==> config.mk <==
export PLATFORM = sky130hd
export DESIGN_NAME = poly_compress
export DESIGN_NICKNAME = d
export VERILOG_FILES = /design/src/rtl/poly_compress.sv
export SDC_FILE = /design/constraint.sdc
export NUM_CORES = 1
export LEC_CHECK = 0
export BUFFER_PORTS_ARGS = -buffer_cell sky130_fd_sc_hd__buf_2
export CAP_MARGIN = 30
export CORE_AREA = 3 3 238 240
export CTS_BUF_LIST = sky130_fd_sc_hd__clkbuf_2
export CTS_CLUSTER_SIZE = 24
export DETAILED_ROUTE_END_ITERATION = 6
export DIE_AREA = 0 0 241 243
export SYNTH_ARGS = -nofsm -noshare
export SYNTH_HDL_FRONTEND = slang
export SYNTH_SLANG_ARGS = --single-unit
==> constraint.sdc <==
create_clock -name clk -period 26.5 [get_ports clk]
set_input_delay 3.975 -clock clk [delete_from_list [all_inputs] [get_ports clk]]
set_output_delay 3.975 -clock clk [all_outputs]
set_load 0.02 [all_outputs]
==> src/rtl/poly_compress.sv <==
// poly_compress: reduces invntt coefficient pairs mod 3329 and applies Kyber Compress_d
// through a three-stage ready/valid pipeline, pulsing done after 2^DEPTH coefficients drain.
module poly_compress #(
  parameter int DEPTH = 8,
  parameter int D = 4
) (
  input  logic             clk,
  input  logic             reset,
  input  logic             set,
  input  logic             in_valid,
  input  logic [15:0]      din_1,
  input  logic [15:0]      din_2,
  input  logic [DEPTH-1:0] in_index,
  output logic             in_ready,
  output logic             out_valid,
  input  logic             out_ready,
  output logic [2*D-1:0]   dout,
  output logic [DEPTH-1:0] out_index,
  output logic             out_last,
  output logic             done
);
  typedef enum logic [1:0] {IDLE, RUN, DRAIN, DONE} state_t;
  state_t r_state, w_next;
  logic [DEPTH-2:0] r_cnt;
  logic r_s1_v, r_s1_last, r_s2_v, r_s2_last;
  logic [15:0] r_s1_a, r_s1_b;
  logic [11:0] r_s2_a, r_s2_b;
  logic [DEPTH-1:0] r_s1_idx, r_s2_idx;
  logic w_stall, w_acc, w_full;

  // Adding 10q lifts every 16-bit value into [522, 66057]; 80636/2^28 is an exact quotient there
  function automatic logic [11:0] mod_q(input logic [15:0] x);
    logic [16:0] u;
    logic [5:0] q;
    u = {x[15], x} + 17'd33290;
    q = 6'((34'(u) * 34'd80636) >> 28);
    return 12'(u - 17'(q) * 17'd3329);
  endfunction

  // 10321340/2^35 divides by 3329 exactly for every numerator below 2^23
  function automatic logic [D-1:0] comp(input logic [11:0] r);
    return D'((((47'(r) << D) + 47'd1664) * 47'd10321340) >> 35);
  endfunction

  assign w_stall = out_valid & ~out_ready;
  assign w_acc = in_valid & in_ready;
  assign w_full = &r_cnt;

  always_comb begin
    w_next = r_state;
    in_ready = 1'b0;
    done = 1'b0;
    case (r_state)
      IDLE: w_next = RUN;
      RUN: begin
        in_ready = ~w_stall;
        if (in_valid && !w_stall && w_full) w_next = DRAIN;
      end
      DRAIN: if (out_valid && out_ready && out_last) w_next = DONE;
      DONE: begin
        done = 1'b1;
        w_next = IDLE;
      end
    endcase
    if (!set) w_next = IDLE;
  end

  always_ff @(posedge clk or negedge reset) begin
    if (!reset) begin
      r_state <= IDLE;
      r_cnt <= '0;
    end else begin
      r_state <= w_next;
      r_cnt <= (!set || r_state == IDLE) ? '0 : w_acc ? r_cnt + (DEPTH-1)'(1) : r_cnt;
    end
  end

  always_ff @(posedge clk or negedge reset) begin
    if (!reset) begin
      {r_s1_v, r_s1_last, r_s2_v, r_s2_last, out_valid, out_last} <= '0;
      r_s1_a <= '0;
      r_s1_b <= '0;
      r_s1_idx <= '0;
      r_s2_a <= '0;
      r_s2_b <= '0;
      r_s2_idx <= '0;
      dout <= '0;
      out_index <= '0;
    end else if (!set) begin
      {r_s1_v, r_s1_last, r_s2_v, r_s2_last, out_valid, out_last} <= '0;
    end else if (!w_stall) begin
      r_s1_v <= w_acc;
      r_s1_last <= w_acc & w_full;
      r_s1_a <= din_1;
      r_s1_b <= din_2;
      r_s1_idx <= in_index;
      r_s2_v <= r_s1_v;
      r_s2_last <= r_s1_last;
      r_s2_a <= mod_q(r_s1_a);
      r_s2_b <= mod_q(r_s1_b);
      r_s2_idx <= r_s1_idx;
      out_valid <= r_s2_v;
      out_last <= r_s2_last;
      dout <= {comp(r_s2_a), comp(r_s2_b)};
      out_index <= r_s2_idx;
    end
  end
endmodule

; After elaboration in Yosys (flattened, before gate mapping)
; Cells that the tools add are included.
[classes]
multipliers = 6
bitwise_logic = 5
reduce_logical = 12
n_mux = 20
eq_ne = 6
addsub = 7
[op_table]
columns = cell, count
row1 = $mul A17 B22 Y37 const B, 2
row2 = $mul A17 B15 Y32 const B, 2
row3 = $add A16 B11 Y17 const B, 2
row4 = $add A17 B16 Y17 const B, 2
row5 = $mul A6 B12 Y12 const B, 2
row6 = $sub A12 B12 Y12, 2
row7 = $mux W1, 14
row8 = $mux W7, 2
row9 = $pmux W2 S4, 1
row10 = $add A7 B1 Y7 const B, 1
row11 = $reduce_and A7 Y1, 1
row12 = $mux W2, 3
row13 = $ne A3 B3 Y1 const B, 2
row14 = $eq A2 B2 Y1 const B, 2
row15 = $logic_and A1 B1 Y1, 4
row16 = $reduce_and A2 Y1, 2
row17 = $and A1 B1 Y1, 3
row18 = $eq A2 B1 Y1 const B, 1
row19 = $logic_not A1 Y1, 2
row20 = $logic_not A2 Y1, 1
row21 = $ne A2 B2 Y1 const B, 1
row22 = $not A1 Y1, 2
row23 = $reduce_bool A2 Y1, 1
row24 = $logic_or A1 B1 Y1, 1
[totals]
regBits = 103
out_inout_bits = 20
input_bits = 45

; Longest topological paths before layout
; Gate-level depths: netlist of the first run.
[depth]
word_depth = 8
depth_mapped = 40
mapped_depth_nobuf = 40

; Worst setup path after synthesis of the first run
; OpenSTA, ideal clock, no wires.
[synth_timing]
path_kind = flip-flop to flip-flop
start = register r_s1_a[1]
end = register r_s2_a[10]
setup_time_ns = 0.132
setup_slack_ns = 17.910
stages_incl_launch_ff = 40
t_required_ns = 26.368
synth_period_minus_slack_ns = 8.590
arrival_time_ns = 8.459
n_path_buf = 1
path_cell_list = dfrtp_1 > buf_6 > a21o_1 > a31oi_4 > nor2_1 > nand3_1 > xor2_1 > xnor2_1 > inv_1 > ha_1 > fa_1 > inv_1 > fa_1 > inv_1 > fa_1 > fa_1 > inv_1 > fa_1 > (+4 left out) > o211ai_1 > and3_1 > o21ai_1 > xor2_1 > ha_1 > ha_1 > ha_1 > inv_1 > ha_1 > nor2b_1 > o21ai_1 > a21boi_0 > o21ai_0 > nand2b_1 > a2111oi_0 > o21bai_1 > xnor2_1 > o21ai_0
[synth_between]
elab_chain_len = 4
[synth_lines]
columns = element, line
row1 = from (decl), 26  ; logic [15:0] r_s1_a, r_s1_b;
row2 = from (signal assigned), 94  ; r_s1_a <= din_1;
row3 = $add A17 B16 Y17 *, 35  ; u = {x[15], x} + 17'd33290;
row4 = $mul A17 B15 Y32, 36  ; q = 6'((34'(u) * 34'd80636) >> 28);
row5 = $mul A6 B12 Y12, 37  ; return 12'(u - 17'(q) * 17'd3329);
row6 = $sub A12 B12 Y12 *, 37
row7 = to (signal assigned), 99  ; r_s2_a <= mod_q(r_s1_a);
row8 = to (decl), 27  ; logic [11:0] r_s2_a, r_s2_b;
; Every way passes the cells marked *; elsewhere a longest branch is shown, timed or not.
; A chain may end at the register's enable or synchronous reset.

; Worst setup path in the final report of the first run
; Ends and elaborated chain as after synthesis.

==> impl_metrics.tcl, run 1 <==
set metrics [dict create \
    r2r-start "r_s1_a[1]" \
    crit_path_top_delay_cell "dfrtp_1" \
    nNetsFinal 3280 \
    row_count 86 \
    die_h_um 243 \
    reg2reg_depth 36 \
    n_fill_cell 5162 \
    synth_seq_cells 103 \
    dr.pass1.iters 7 \
    cp-startpoint "r_s1_a[1]" \
    pin_count 65 \
    route.met3.wl_um 2240 \
    postCtsHoldBufs 0 \
    rsz0062_at_grt "false" \
    critPathRequiredTime_ns 27.26 \
    finalSetupViolCount 0 \
    placed_area_um2 25100 \
    finalCriticalPeriod_ns 10.06 \
    final_cell_area_um2 25200 \
    place_ws_ns 16.54 \
    crit_path_frequent_cell "ha_1" \
    grt_use_total 0.193 \
    synth_edf_count 0 \
    die_w_um 241 \
    critPathMaxStageDelay_ns 0.70 \
    final_common_cell "inv_1" \
    regArea_um2 2580 \
    fin_skew_ns 0.0719 \
    synth_async_sr_flop_share 1.00 \
    timing.max_cap.violations 0 \
    core_area_um2 54900 \
    root_buffer "clkbuf_2" \
    antenna_found_initial 1 \
    numCtsBuffers 9 \
    synthMuxAreaShare 0.0293 \
    clockBufferDepth 2 \
    worst_pin_slew_ns 0.979 \
    dp.cells 3010 \
    multi_input_comb_area_um2 19200 \
    synth-compound-area-share 0.0620 \
    synth_cell_types 68 \
    die_area_um2 58600 \
    fin_tns_setup_ns 0 \
    synth-simple-area-share 0.0494 \
    grt.overflow.total 0 \
    place_congestion 0.925 \
    wl_per_cell_um 17.4 \
    clkSlewWorstSetupHoldPaths_ns 0.36 \
    status "finished, final reports clean" \
    crit_type "register to register" \
    post-route-period-util 0.379 \
    cts_setup_buffers 0 \
    synth_adder_area_share 0.609 \
    endpoint_kind "register" \
    initial_core_util 0.436 \
    portBuffers 64 \
    grt_pass1_vias 17100 \
    grt_pass1_wl_um 89300 \
    wl_um 52600 \
    cp_max_fo 11 \
    met1_length_um 24300 \
    final-instance-count-excl-fill 3031 \
    relSlewSlack 0.343 \
    cts_tree "yes" \
    clock_sinks 103 \
    clock_latency_ns 0.82 \
    drc 0 \
    synth_nets 3220 \
    layout_common_cells "inv_1, ha_1, fa_1" \
    grt_max_degree 90 \
    drive_above_1_share 0.0719 \
    fmax_ghz 0.0995 \
    dp_hpwl_um 47200 \
    hold_depth 2 \
    drt_iter0_drc 682 \
    hp-class "register to register" \
    highest_layer "met4" \
    met2_length_um 25200 \
    min_from "dout[7]" \
    cts_resized 0 \
    syn_avg_cell_area_um2 10.6 \
    syn2layout_area_growth_pct 5.43 \
    drv_slew 0 \
    cp-start-kind "register" \
    seq_area_frac_synth 0.108 \
    worst_slack_ns 16.44 \
    synth_flop_cell "dfrtp_1" \
    finalHoldViolCount 0 \
    arrival_ns 10.82 \
    route.vias.total 15300 \
    netlist_area_um2 23900 \
    vias_per_cell 5.05 \
    synthXorXnorAreaFrac 0.0529 \
    cts-htree-levels 3 \
    postRouteAntennaNets 0 \
    synth_top_family_by_area "adder cells" \
    synthCells 2258 \
    yosysWarnings 0 \
]
-- flip-flops by register name, summed over array words and instances, names as in the netlist, 2 cells and up --
| name | flops |
|---|---|
| dout | 8 |
| out_index | 8 |
| r_cnt | 7 |
| r_s1_a | 16 |
| r_s1_b | 16 |
| r_s1_idx | 8 |
| r_s2_a | 12 |
| r_s2_b | 12 |
| r_s2_idx | 8 |
| r_state | 2 |
-- path summary, 6_finish.rpt --
check | to | slack, ns
setup / recovery | r_s2_a[10] | 16.44
hold / removal | dout[7] | 0.52
setup reg to reg | r_s2_a[10] | 16.44
hold reg to reg | dout[7] | 0.52
max in group asynchronous | r_s2_idx[1] | 22.07
min in group asynchronous | r_s1_idx[3] | 3.10
-- worst max-delay path, delay by kind of cell (launching register included) --
kind	cells	cell delay, ns
AOI/OAI and AO/OA	11	2.16
and+or+nand+nor	5	1.01
xor gates and xnor gates	4	1.55
DFF	1	0.70
buffers and inverters	4	0.53
adders and majority gates	12	4.06
-- layout make-up --
class	instances	area share
well taps	704	0.0349
multi-input cells	1589	0.761
repair buffers	70	0.0146
diodes	4	0.000397
flip-flops and latches	103	0.102
inverters	545	0.0810
clock inverters	7	0.00372
clock buffers	9	0.00178
-- metal layers --
| layer | up-vias | global-route usage |
|---|---|---|
| li1 | 7332 | - |
| met1 | 7662 | 0.267 |
| met2 | 251 | 0.321 |
| met3 | 47 | 0.0333 |
| met4 | 0 | 0.0367 |
| met5 | - | 0 |
-- cell usage after synthesis, types with 3 or more instances --
| library cell | number | area share |
|---|---|---|
| o21bai_1 | 9 | 0.0028 |
| a21boi_0 | 6 | 0.0019 |
| a2111oi_0 | 4 | 0.0015 |
| o31ai_1 | 3 | 0.00094 |
| inv_1 | 544 | 0.085 |
| o211ai_1 | 5 | 0.0016 |
| nor2b_1 | 12 | 0.0031 |
| xnor2_2 | 3 | 0.0020 |
| a21oi_1 | 55 | 0.011 |
| o21ai_0 | 62 | 0.013 |
| o21a_1 | 11 | 0.0034 |
| dfrtp_1 | 103 | 0.11 |
| o21ai_1 | 8 | 0.0017 |
| xnor3_1 | 3 | 0.0028 |
| or2_2 | 6 | 0.0016 |
| nand3_1 | 29 | 0.0061 |
| a21o_1 | 28 | 0.0088 |
| ha_1 | 503 | 0.26 |
| a211o_1 | 4 | 0.0015 |
| xnor2_1 | 94 | 0.034 |
| clkbuf_1 | 15 | 0.0024 |
| or3_1 | 4 | 0.0010 |
| and4_1 | 4 | 0.0015 |
| nand2_1 | 77 | 0.012 |
| a211oi_1 | 6 | 0.0019 |
| xor2_1 | 31 | 0.011 |
| mux2_2 | 56 | 0.026 |
| nand2b_1 | 8 | 0.0021 |
| nor2_1 | 60 | 0.0094 |
| o2111ai_1 | 5 | 0.0018 |
| mux2i_1 | 7 | 0.0029 |
| nor3_1 | 9 | 0.0019 |
| fa_1 | 414 | 0.35 |
| nand4_1 | 18 | 0.0047 |
| and3_1 | 10 | 0.0026 |
-- stage by stage --
step,utilization,hold slack [ns]
6_report,0.460,0.522
3_5_place_dp,0.457,0.466
2_1_floorplan,-,0.464
4_1_cts,0.460,0.527
5_1_grt,0.460,0.563
3_3_place_gp,0.457,0.457
-- kinds of logic after synthesis --
group	count (synthesis)
compound gates	228
xor+xnor	134
fa+ha+maj	917
buf+inv	566
flops	103
mux	63
simple gates	247
Power of run 1 is left out: the tool's default activity adds up to more than one toggle a clock period on the data nets, which glitch-free logic cannot reach.
==> inputs of run 2 (changes only) <==
clock period = 8.2 ns   (was 26.5 ns; I/O delays follow)
==> impl_metrics.tcl, run 2 (synthesis gave the netlist of run 1 again) <==
set metrics [dict create \
    status "complete, but fails checks" \
    violations "setup timing" \
    wl_um 55700 \
    hp-class "input pin to asynchronous set/reset pin" \
    cp-start-kind "register" \
    critPathRequiredTime_ns 8.94 \
    grt.overflow.total 0 \
    die_h_um 243 \
    reg.largest.list "r_s1_a (16), r_s1_b (16)" \
    clockBufferDepth 2 \
    postRouteAntennaNets 0 \
    clock_latency_ns 0.77 \
    crit_path_frequent_cell "buf_4" \
    vias_per_cell 4.98 \
    worst_slack_ns -0.0350 \
    core_area_um2 54900 \
    regArea_um2 2580 \
    nNetsFinal 3507 \
    cts_tree "yes" \
    relSlewSlack 0.350 \
    n_fill_cell 4957 \
    clock_sinks 103 \
    pin_count 65 \
    worst_pin_slew_ns 0.975 \
    drive_above_1_share 0.204 \
    route.vias.total 16200 \
    finalSetupViolCount 1 \
    wl_per_cell_um 17.1 \
    fin_skew_ns 0.0586 \
    timing.max_cap.violations 0 \
    dp_hpwl_um 49600 \
    final_common_cell "inv_1" \
    grt_pass1_vias 18500 \
    die_w_um 241 \
    grt_use_total 0.201 \
    portBuffers 64 \
    root_buffer "clkbuf_2" \
    dr.pass1.iters 5 \
    drv_slew 0 \
    fin_tns_setup_ns -0.0350 \
    fmax_ghz 0.121 \
    reg2reg_depth 42 \
    critPathMaxStageDelay_ns 0.57 \
    crit_type "register to register" \
    syn2layout_area_growth_pct 16.5 \
    antenna_found_initial 5 \
    drc 0 \
    place_congestion 0.947 \
    row_count 86 \
    drt_iter0_drc 503 \
    layout_common_cells "inv_1, ha_1, fa_1" \
    cp_max_fo 4 \
    arrival_ns 8.98 \
    grt_pass1_wl_um 93600 \
    post-route-period-util 1.00 \
    numCtsBuffers 9 \
    crit_path_top_delay_cell "fa_2" \
    endpoint_kind "register" \
    finalHoldViolCount 0 \
    initial_core_util 0.436 \
    multi_input_comb_area_um2 20100 \
    finalCriticalPeriod_ns 8.23 \
    die_area_um2 58600 \
    rsz0062_at_grt "true" \
    postCtsHoldBufs 0 \
    grt_max_degree 91 \
    clkSlewWorstSetupHoldPaths_ns 0.36 \
    cts-htree-levels 3 \
]
## run 2: metal layers
metal | routed length (um) | GRT usage
met5 | 17 | 0
met1 | 24900 | 0.269
met2 | 27800 | 0.350
met4 | 815 | 0.0336
met3 | 2180 | 0.0315
## run 2: what timing repair did
item | in CTS | in global routing
setup buffers | 20 | 16
pin swaps | 50 | 56
endpoints found under the setup margin | 12 | 14
hold endpoints to repair | 0 | 0
resized for setup | 65 | 93
## run 2: path summary, 6_finish.rpt
check | startpoint | endpoint | slack, ns
setup / recovery | r_s1_b[1] | r_s2_b[11] | -0.03
hold / removal | reset | r_cnt[1] | 0.41
setup reg to reg | r_s1_b[1] | r_s2_b[11] | -0.03
hold reg to reg | dout[4] | dout[4] | 0.53
max in group asynchronous | reset | out_index[5] | 6.53
min in group clk | dout[4] | dout[4] | 0.53
## run 2: area by class of cell
cell class	instances	area share
Antenna cell	4	0.000359
Clock buffer	9	0.00162
Clock inverter	7	0.00278
Inverter	545	0.0733
Multi-Input combinational cell	1589	0.722
Sequential cell	103	0.0924
Tap cell	704	0.0316
Timing Repair Buffer	297	0.0755
## run 2: through the flow
stage | setup slack [ns] | hold slack, ns | instance area (um^2) | std cells | utilization
3_3_place_gp | -0.249 | 0.466 | 26700 | 3203 | 0.487
6_report | -0.0350 | 0.415 | 27900 | 3258 | 0.508
3_5_place_dp | -0.391 | 0.476 | 26700 | 3203 | 0.487
5_1_grt | -0.408 | 0.343 | 27900 | 3257 | 0.508
4_1_cts | -0.00720 | 0.302 | 27300 | 3239 | 0.498
2_1_floorplan | 0.00584 | 0.464 | 24200 | 2258 | -
## run 2: critical path, delay by kind of cell, from the launching register on
family	cells	cell delay, ns
xor+xnor	5	0.94
simple gates	4	0.50
fa+ha+maj	8	3.32
compound gates	9	1.30
flops	1	0.49
buf+inv	16	1.69
Power of run 2 is left out for the same reason.
==> inputs of run 3 (changes only) <==
SKIP_LAST_GASP = 1   (was not set)
SLEW_MARGIN = 20   (was not set)
==> impl_metrics.tcl, run 3 (synthesis gave the netlist of run 1 again) <==
set metrics [dict create \
    drc 0 \
    pin_count 65 \
    route.vias.total 16300 \
    r2r-start "r_s1_b[2]" \
    fin_skew_ns 0.0631 \
    arrival_ns 8.93 \
    worst_pin_slew_ns 0.852 \
    layout_common_cells "inv_1, ha_1, fa_1" \
    post-route-period-util 0.999 \
    syn2layout_area_growth_pct 16.2 \
    rsz0062_at_grt "true" \
    critical_path_cell_count 37 \
    grt_util_met1 0.269 \
    cp_max_fo 4 \
    die_area_um2 58600 \
    fmax_ghz 0.122 \
    reg.largest.list "r_s1_a (16), r_s1_b (16)" \
    critPathMaxStageDelay_ns 0.57 \
    crit_path_frequent_cell "buf_4" \
    clock_sinks 103 \
    cp-startpoint "r_s1_b[2]" \
    wl_per_cell_um 17.1 \
    finalCriticalPeriod_ns 8.19 \
    core_area_um2 54900 \
    grt_pass1_vias 18500 \
    clkSlewWorstSetupHoldPaths_ns 0.36 \
    drt_iter0_drc 564 \
    clockBufferDepth 2 \
    relSlewSlack 0.428 \
    met2_usage 0.350 \
    drive_above_1_share 0.199 \
    vias_per_cell 4.99 \
    wl_um 55600 \
    critPathRequiredTime_ns 8.95 \
    nNetsFinal 3507 \
    crit_buf_inv 11 \
    antenna_found_initial 5 \
    dp.cells 3203 \
    endpoint_kind "register" \
    final_common_cell "inv_1" \
    finalSetupViolCount 0 \
    crit_family "adder cells" \
    r2r-end "r_s2_b[11]" \
    place_ws_ns -0.391 \
    worst_slack_ns 0.0120 \
    grt.overflow.total 0 \
    dp_hpwl_um 49600 \
    grtUsageMet3 0.0315 \
    grt_use_total 0.201 \
    grt_max_degree 91 \
    crit_type "register to register" \
    initial_core_util 0.436 \
    gr-max-usage-layer "met2" \
    postCtsHoldBufs 0 \
    clock_latency_ns 0.77 \
    die_h_um 243 \
    timing.max_cap.violations 0 \
    cts_tree "yes" \
    dr.pass1.iters 5 \
    root_buffer "clkbuf_2" \
    crit_path_top_delay_cell "fa_1" \
    die_w_um 241 \
    cp-start-kind "register" \
    postRouteAntennaNets 0 \
    r2r_slack_ns 0.01 \
    endpoint "r_s2_b[11]" \
    reg2reg_depth 37 \
    place_congestion 0.947 \
    hp-class "input pin to asynchronous set/reset pin" \
    status "finished, final reports clean" \
    numCtsBuffers 9 \
    final-instance-count-excl-fill 3258 \
    drv_slew 0 \
    finalHoldViolCount 0 \
    row_count 86 \
    cts-htree-levels 3 \
    portBuffers 64 \
    fin_tns_setup_ns 0 \
    grt_pass1_wl_um 93600 \
]
-- run 3: cell type report --
type	instances	area, um^2
Timing Repair Buffer	297	2110
Fill cell	4967	27100
Antenna cell	4	10.0
Inverter	545	2050
Tap cell	704	881
Multi-Input combinational cell	1589	20100
Clock buffer	9	45.0
Sequential cell	103	2580
Clock inverter	7	77.6
-- run 3: how the worst min path moves through the flow --
| stage | from | end | slack, ns | cells after the start |
|---|---|---|---|---|
| CTS | reset | r_cnt[1] | 0.30 | 1 |
| floorplan | r_s2_v | out_valid | 0.46 | 1 |
| detailed placement | dout[0] | dout[0] | 0.48 | 2 |
| finish | reset | r_cnt[1] | 0.42 | 1 |
| global placement | dout[2] | dout[2] | 0.47 | 2 |
| global route | reset | r_cnt[1] | 0.34 | 1 |
-- run 3: metal layers --
layer | wire length (um) | vias to the layer above
met5 | 17 | -
met1 | 24600 | 8152
li1 | - | 7793
met2 | 27900 | 280
met4 | 805 | 2
met3 | 2350 | 42
-- run 3: stage by stage --
stage / hold slack [ns] / utilization / instance area, um^2
6_report: 0.419 / 0.507 / 27800
5_1_grt: 0.345 / 0.507 / 27800
4_1_cts: 0.302 / 0.498 / 27300
3_5_place_dp: 0.476 / 0.487 / 26700
3_3_place_gp: 0.466 / 0.487 / 26700
2_1_floorplan: 0.464 / - / 24200
-- run 3: repair_timing --
item	CTS	global route
setup endpoints to repair	12	14
cloned	0	0
resized for setup	65	73
buffers inserted	20	16
pin swaps	50	50
Power of run 3 is left out for the same reason.
